`src/rtl/bit_serial_mult_framer_if.sv`:
```
// Operand / serial-link / result bundle between the framer and its neighbours.
// master = producer/consumer/multiplier side, slave = bit_serial_mult_framer.
interface bit_serial_mult_framer_if #(
  parameter int N = 4
);
  logic             op_valid;
  logic             op_ready;
  logic [N-1:0]     op_a;
  logic [N-1:0]     op_b;
  logic             x;
  logic             y;
  logic             first_bit;
  logic             last_bit;
  logic             p;
  logic             res_valid;
  logic             res_ready;
  logic [2*N-1:0]   res_product;
  logic             busy;

  modport master (
    output op_valid, op_a, op_b, p, res_ready,
    input  op_ready, x, y, first_bit, last_bit, res_valid, res_product, busy
  );

  modport slave (
    input  op_valid, op_a, op_b, p, res_ready,
    output op_ready, x, y, first_bit, last_bit, res_valid, res_product, busy
  );
endinterface

```
`src/rtl/bit_serial_mult_framer.sv`:
```
// Parallel<->serial framer around a bit-serial multiplier (LSB first, K=2N frame).
// Optional BIT_SERIAL_MULT_FRAMER_SKID_EN adds a one-entry operand holding register.
module bit_serial_mult_framer #(
  parameter int N   = 4,
  parameter int GAP = 2
) (
  input  logic                       clk,
  input  logic                       reset,
  bit_serial_mult_framer_if.slave    bus
);
  localparam int K  = 2 * N;
  localparam int CW = $clog2(K) + 1;
  localparam int GW = (GAP > 1) ? $clog2(GAP) + 1 : 1;

  typedef enum logic [1:0] {
    ST_IDLE  = 2'd0,
    ST_SHIFT = 2'd1,
    ST_FLUSH = 2'd2,
    ST_DONE  = 2'd3
  } state_e;

  state_e          state_q, state_d;
  logic [CW-1:0]   cnt_q, cnt_d;
  logic [GW-1:0]   gcnt_q, gcnt_d;
  logic [N-1:0]    a_q, a_d, b_q, b_d;
  logic [K-1:0]    res_q, res_d;
  logic            x_q, x_d, y_q, y_d;
  logic            first_q, first_d, last_q, last_d;
  logic            op_ready_q, op_ready_d;
  logic            res_valid_q, res_valid_d;
  logic            busy_q;
  logic            accept_s, start_s;
  logic [N-1:0]    src_a_s, src_b_s;
  logic [CW-1:0]   nxt_cnt_s;
`ifdef BIT_SERIAL_MULT_FRAMER_SKID_EN
  logic            hold_vld_q, hold_vld_d;
  logic [N-1:0]    hold_a_q, hold_a_d, hold_b_q, hold_b_d;
`endif

  // Operand bit for frame position idx: sign-extend past the top operand bit.
  function automatic logic sel_bit(input logic [N-1:0] v, input logic [CW-1:0] idx);
    if (idx < CW'(N)) begin
      sel_bit = v[idx[$clog2(N)-1:0]];
    end else begin
      sel_bit = v[N-1];
    end
  endfunction

  assign accept_s  = bus.op_valid & op_ready_q;
  assign nxt_cnt_s = cnt_q + CW'(1);

  always_comb begin
    state_d     = state_q;
    cnt_d       = cnt_q;
    gcnt_d      = gcnt_q;
    a_d         = a_q;
    b_d         = b_q;
    res_d       = res_q;
    x_d         = 1'b0;
    y_d         = 1'b0;
    first_d     = 1'b0;
    last_d      = last_q;
    op_ready_d  = op_ready_q;
    res_valid_d = res_valid_q;
    start_s     = 1'b0;
    src_a_s     = bus.op_a;
    src_b_s     = bus.op_b;
`ifdef BIT_SERIAL_MULT_FRAMER_SKID_EN
    hold_vld_d  = hold_vld_q;
    hold_a_d    = hold_a_q;
    hold_b_d    = hold_b_q;
`endif
    case (state_q)
      ST_IDLE: begin
        last_d = 1'b1;
`ifdef BIT_SERIAL_MULT_FRAMER_SKID_EN
        if (hold_vld_q) begin
          start_s    = 1'b1;
          src_a_s    = hold_a_q;
          src_b_s    = hold_b_q;
          hold_vld_d = 1'b0;
        end else if (accept_s) begin
          start_s = 1'b1;
        end else begin
          start_s = 1'b0;
        end
`else
        op_ready_d = 1'b1;
        if (accept_s) begin
          start_s = 1'b1;
        end else begin
          start_s = 1'b0;
        end
`endif
      end
      ST_SHIFT: begin
        res_d[cnt_q[CW-2:0]] = bus.p;
        if (cnt_q == CW'(K - 1)) begin
          state_d = ST_FLUSH;
          gcnt_d  = GW'(0);
        end else begin
          cnt_d = nxt_cnt_s;
          x_d   = sel_bit(a_q, nxt_cnt_s);
          y_d   = sel_bit(b_q, nxt_cnt_s);
        end
      end
      ST_FLUSH: begin
        if (gcnt_q == GW'(GAP - 1)) begin
          last_d  = 1'b1;
          state_d = ST_DONE;
        end else begin
          gcnt_d = gcnt_q + GW'(1);
        end
      end
      ST_DONE: begin
        if (!res_valid_q) begin
          res_valid_d = 1'b1;
        end else if (bus.res_ready) begin
          res_valid_d = 1'b0;
          state_d     = ST_IDLE;
`ifdef BIT_SERIAL_MULT_FRAMER_SKID_EN
          if (hold_vld_q) begin
            start_s    = 1'b1;
            src_a_s    = hold_a_q;
            src_b_s    = hold_b_q;
            hold_vld_d = 1'b0;
          end else begin
            start_s = 1'b0;
          end
`else
          op_ready_d = 1'b1;
`endif
        end else begin
          res_valid_d = res_valid_q;
        end
      end
      default: begin
        state_d = ST_IDLE;
        last_d  = 1'b1;
      end
    endcase
`ifdef BIT_SERIAL_MULT_FRAMER_SKID_EN
    // Pairs offered while a frame is in flight park in the holding register.
    if (accept_s && (state_q != ST_IDLE)) begin
      hold_vld_d = 1'b1;
      hold_a_d   = bus.op_a;
      hold_b_d   = bus.op_b;
    end else begin
      hold_vld_d = hold_vld_d;
    end
    op_ready_d = ~hold_vld_d;
`endif
    if (start_s) begin
      state_d = ST_SHIFT;
      cnt_d   = CW'(0);
      a_d     = src_a_s;
      b_d     = src_b_s;
      x_d     = src_a_s[0];
      y_d     = src_b_s[0];
      first_d = 1'b1;
      last_d  = 1'b0;
`ifndef BIT_SERIAL_MULT_FRAMER_SKID_EN
      op_ready_d = 1'b0;
`endif
    end else begin
      cnt_d = cnt_d;
    end
  end

  // State and registered outputs; reset discards any partial product.
  always_ff @(posedge clk) begin
    if (reset) begin
      state_q     <= ST_IDLE;
      cnt_q       <= CW'(0);
      gcnt_q      <= GW'(0);
      a_q         <= '0;
      b_q         <= '0;
      res_q       <= '0;
      x_q         <= 1'b0;
      y_q         <= 1'b0;
      first_q     <= 1'b0;
      last_q      <= 1'b1;
      op_ready_q  <= 1'b0;
      res_valid_q <= 1'b0;
      busy_q      <= 1'b0;
`ifdef BIT_SERIAL_MULT_FRAMER_SKID_EN
      hold_vld_q  <= 1'b0;
      hold_a_q    <= '0;
      hold_b_q    <= '0;
`endif
    end else begin
      state_q     <= state_d;
      cnt_q       <= cnt_d;
      gcnt_q      <= gcnt_d;
      a_q         <= a_d;
      b_q         <= b_d;
      res_q       <= res_d;
      x_q         <= x_d;
      y_q         <= y_d;
      first_q     <= first_d;
      last_q      <= last_d;
      op_ready_q  <= op_ready_d;
      res_valid_q <= res_valid_d;
      busy_q      <= (state_d != ST_IDLE);
`ifdef BIT_SERIAL_MULT_FRAMER_SKID_EN
      hold_vld_q  <= hold_vld_d;
      hold_a_q    <= hold_a_d;
      hold_b_q    <= hold_b_d;
`endif
    end
  end

  assign bus.op_ready    = op_ready_q;
  assign bus.x           = x_q;
  assign bus.y           = y_q;
  assign bus.first_bit   = first_q;
  assign bus.last_bit    = last_q;
  assign bus.res_valid   = res_valid_q;
  assign bus.res_product = res_q;
  assign bus.busy        = busy_q;
endmodule

```
`src/flat_wrapper.sv`:
```
// flat-port wrapper written by rule: the top's interface ports become plain ports
module bit_serial_mult_framer_flat 
#(
  parameter int N   = 4,
  parameter int GAP = 2
)
  (clk, reset, bus_op_valid, bus_op_a, bus_op_b, bus_p, bus_res_ready, bus_op_ready, bus_x, bus_y, bus_first_bit, bus_last_bit, bus_res_valid, bus_res_product, bus_busy);
  bit_serial_mult_framer_if #(.N(N)) bus_i ();
  input  logic clk;
  input  logic reset;
  input wire logic [$bits(bus_i.op_valid)-1:0] bus_op_valid;
  input wire logic [$bits(bus_i.op_a)-1:0] bus_op_a;
  input wire logic [$bits(bus_i.op_b)-1:0] bus_op_b;
  input wire logic [$bits(bus_i.p)-1:0] bus_p;
  input wire logic [$bits(bus_i.res_ready)-1:0] bus_res_ready;
  output wire logic [$bits(bus_i.op_ready)-1:0] bus_op_ready;
  output wire logic [$bits(bus_i.x)-1:0] bus_x;
  output wire logic [$bits(bus_i.y)-1:0] bus_y;
  output wire logic [$bits(bus_i.first_bit)-1:0] bus_first_bit;
  output wire logic [$bits(bus_i.last_bit)-1:0] bus_last_bit;
  output wire logic [$bits(bus_i.res_valid)-1:0] bus_res_valid;
  output wire logic [$bits(bus_i.res_product)-1:0] bus_res_product;
  output wire logic [$bits(bus_i.busy)-1:0] bus_busy;
  assign bus_i.op_valid = bus_op_valid;
  assign bus_i.op_a = bus_op_a;
  assign bus_i.op_b = bus_op_b;
  assign bus_i.p = bus_p;
  assign bus_i.res_ready = bus_res_ready;
  assign bus_op_ready = bus_i.op_ready;
  assign bus_x = bus_i.x;
  assign bus_y = bus_i.y;
  assign bus_first_bit = bus_i.first_bit;
  assign bus_last_bit = bus_i.last_bit;
  assign bus_res_valid = bus_i.res_valid;
  assign bus_res_product = bus_i.res_product;
  assign bus_busy = bus_i.busy;
  bit_serial_mult_framer #(.N(N), .GAP(GAP)) u_core (.clk(clk), .reset(reset), .bus(bus_i));
endmodule
```
`config.mk`:
```
export PLATFORM = sky130hd
export DESIGN_NAME = bit_serial_mult_framer_flat
export DESIGN_NICKNAME = d
export VERILOG_FILES = /design/src/rtl/bit_serial_mult_framer_if.sv /design/src/rtl/bit_serial_mult_framer.sv /design/src/flat_wrapper.sv
export SDC_FILE = /design/constraint.sdc
export NUM_CORES = 1
export LEC_CHECK = 0
export CAP_MARGIN = 20
export CORE_UTILIZATION = 52
export CTS_BUF_LIST = sky130_fd_sc_hd__clkbuf_8
export DETAILED_ROUTE_END_ITERATION = 10
export PLACE_DENSITY_LB_ADDON = 0.12
export SLEW_MARGIN = 20
export SYNTH_ARGS = -nofsm -noshare
export SYNTH_HDL_FRONTEND = slang
export SYNTH_SLANG_ARGS = --single-unit
```
`constraint.sdc`:
```
create_clock -name clk -period 2.7 [get_ports clk]
set_input_delay 0.405 -clock clk [delete_from_list [all_inputs] [get_ports clk]]
set_output_delay 0.405 -clock clk [all_outputs]
set_load 0.02 [all_outputs]
```
==> run metrics <==
status=finished clean; Sequential Power Share=between 50% and 60%; clock-pin slew on the worst setup and hold paths=60 ps; Sw Pwr=between 200 and 250 uW; Util after Layout=70.5%; clk sinks=31; CTS max path bufs=2; Post CTS Setup Buffer Count=0; CP required=2890 ps; Post-synth ARST share=0%; CTS Buf Count=5; 1st-iter DRT viols=33; DR vias/cell=5.85; starting density of the core=57.0%; Max Cap Viol=0; Worst-Skew Late Latency=280 ps; cell chain of the critical path=inv_1 > ha_1 > a31oi_4 > nand3_4 > or4b_1 > o311ai_1; Yosys reg bits=31; DRC violations left=0; crit-path max FO=9; Final min period=~2100 ps; Worst-Margin Slew=605 ps; Area contributors post-synth=dfxtp_1, ha_1, mux2i_1; Post-Layout Inst Area=0.00181 mm2; DP HPWL=about 2300 um; vias in the first global route=around 1200; slew margin rel.=59.7%; element type at the critical path end=flip-flop; Comb power frac=12.1%; cell count after synthesis=about 160; Clk pwr share=34.7%; VDD IR max=0.524 mV; CTS H-tree depth=2; Synth Cell Area=0.00146 mm2; CTS Hold Bufs=0; CTS tree=yes; Syn Nets=around 180; layout cells sized above 1=5.52%; critical path launch point type=flip-flop; # setup viols final=0; GRT overflow=0; Post-synth top cells=dfxtp_1, nor2_1, nand2_1; post-place instance area=about 0.0017 mm2; top-count cell post-synth=dfxtp_1; syn_area_per_cell=9.44 um2; leakage power=0.000681 uW; crit path max-delay cell type=or4b_1; I/O pins=28; DR WL/cell=about 15 um; Total Nets Final=202; RSZ-0062 raised after global routing=false; period utilization=76.8%; antenna viol nets, final=0; cts repair resizes=0; Via Count=between 1000 and 1500; Hold Crit Class=reg2reg; max-slew violation count=0; Yosys top cell area share=42.4%; WS Path Type=reg2reg; global-route wire length before repair=slightly above 5000 um; number of flops mapped to enable cells by yosys=0; internal power=roughly 700 uW; setup TNS=0 ps; GP Congestion=0.814; Max stage delay on crit path=roughly 560 ps; PortBufs=27; P&R area growth vs syn=23.6%; Yosys warnings=0; f_max=482 MHz; initial antenna violation count=0; sequential area share after synthesis=42.4%; clock root buffer master=clkbuf_8; # rows=18; Worst Skew=5.32 ps; Sw Share=24.5%; Die Y=55.1 um; Pwr Density=510 mW/mm2; largest net degree at the start of global routing=17; WL final=3160 um; n_diodes=0; Netlist cell types=39; total track usage=between 20% and 30%; final hold violations=0; top_reg_cell synth=dfxtp_1; Pre-antenna DRT Iters=4; DIE AREA=0.00303 mm2; Crit path arrival time=2260 ps; total power=roughly 920 uW; Core Area=0.00257 mm2; area leader, netlist=dfxtp_1; die width=55.1 um
==> worst paths after layout <==
| kind | slack [ps] | from | cells past startpoint | to |
|---|---|---|---|---|
| worst max register to register | 630 | u_core.state_q[0] | 6 | u_core.bus.y |
| worst max-delay path | 630 | u_core.state_q[0] | 6 | u_core.bus.y |
| worst min register to register | 470 | u_core.b_q[0] | 2 | u_core.b_q[0] |
| worst min-delay path | 470 | u_core.b_q[0] | 2 | u_core.b_q[0] |
==> sequential cells by signal, indices dropped and copies added (netlist names), 2 cells and up <==
register / flops
u_core.a_q: 4
u_core.b_q: 4
u_core.bus.res_product: 8
u_core.cnt_q: 4
u_core.gcnt_q: 2
u_core.state_q: 2
==> layout make-up <==
type	count	area, um2
sequential	31	621
clock inverter	1	3.75
fill	216	758
tap	30	37.5
inverter	8	30.0
clock buffer	5	68.8
multi-input combinational	108	771
timing repair buffer	28	278
==> critical path, delay by kind of cell, from the launching register on <==
kind,cells,cell delay [ps]
AOI/OAI and AO/OA,2,460
adders and majority gates,1,330
buffers and inverters,1,90
DFF,1,420
and+or+nand+nor,2,670
==> cells by family after synthesis <==
logic type	after synthesis	synth area share (%)
xor gates and xnor gates	1	0.598
muxes	10	8.55
buffers and inverters	16	4.96
DFF	31	42.4
adders and majority gates	7	5.98
and+or+nand+nor	58	20.9
AOI/OAI and AO/OA	32	16.7
==> through the flow <==
step           std cells  setup WS (ps)  hold WS, ps
6_report             211            627          474
5_1_grt              211            492          486
4_1_cts              211            621          465
3_5_place_dp         205            619          457
3_3_place_gp         205            676          441
2_1_floorplan        155            851          418
==> cell usage in the layout, fill, tap and decap left out <==
| cell | count |
|---|---|
| nand3b_1 | 1 |
| nand4_1 | 1 |
| a22o_1 | 4 |
| mux2i_1 | 8 |
| nand2_1 | 14 |
| nand3_4 | 1 |
| a31oi_4 | 1 |
| a21oi_1 | 6 |
| a221oi_1 | 1 |
| nor3b_1 | 2 |
| a221o_1 | 1 |
| clkbuf_8 | 5 |
| o21a_1 | 3 |
| ha_1 | 7 |
| nor3_1 | 4 |
| clkdlybuf4s50_1 | 27 |
| a2111oi_0 | 2 |
| and4_1 | 1 |
| o32ai_1 | 1 |
| xor2_1 | 1 |
| a211oi_1 | 2 |
| o21bai_1 | 2 |
| o22ai_1 | 1 |
| buf_4 | 1 |
| o21ai_0 | 3 |
| and4b_1 | 1 |
| and2_1 | 2 |
| mux4_2 | 2 |
| a21boi_0 | 2 |
| inv_1 | 9 |
| nor2_1 | 20 |
| nand4b_1 | 2 |
| dfxtp_1 | 31 |
| nand2b_1 | 3 |
| and3b_1 | 1 |
| o311ai_1 | 2 |
| a31oi_1 | 1 |
| nand3_1 | 3 |
| or4b_1 | 2 |
==> metal layers <==
layer | global-route usage, % | vias to the layer above | part of all wire [%]
met1 | 27.3 | 586 | 43
met3 | 7.92 | 17 | 3.4
met4 | 15.4 | 0 | 4.5
met5 | 0 | - | 0
met2 | 41.2 | 27 | 49
li1 | - | 605 | -
==> power by group through the flow <==
| stage | registers (uW) | clock network, uW | logic [uW] |
|---|---|---|---|
| final | 490 | 320 | 112 |
| after global routing | 493 | 348 | 122 |
| after CTS | 490 | 331 | 112 |
| after detailed placement | 500 | 0 | 111 |
| after global placement | 499 | 0 | 107 |
| after floorplan | 501 | 0 | 65.7 |
Note: power is estimated with default switching activity, not from simulation.
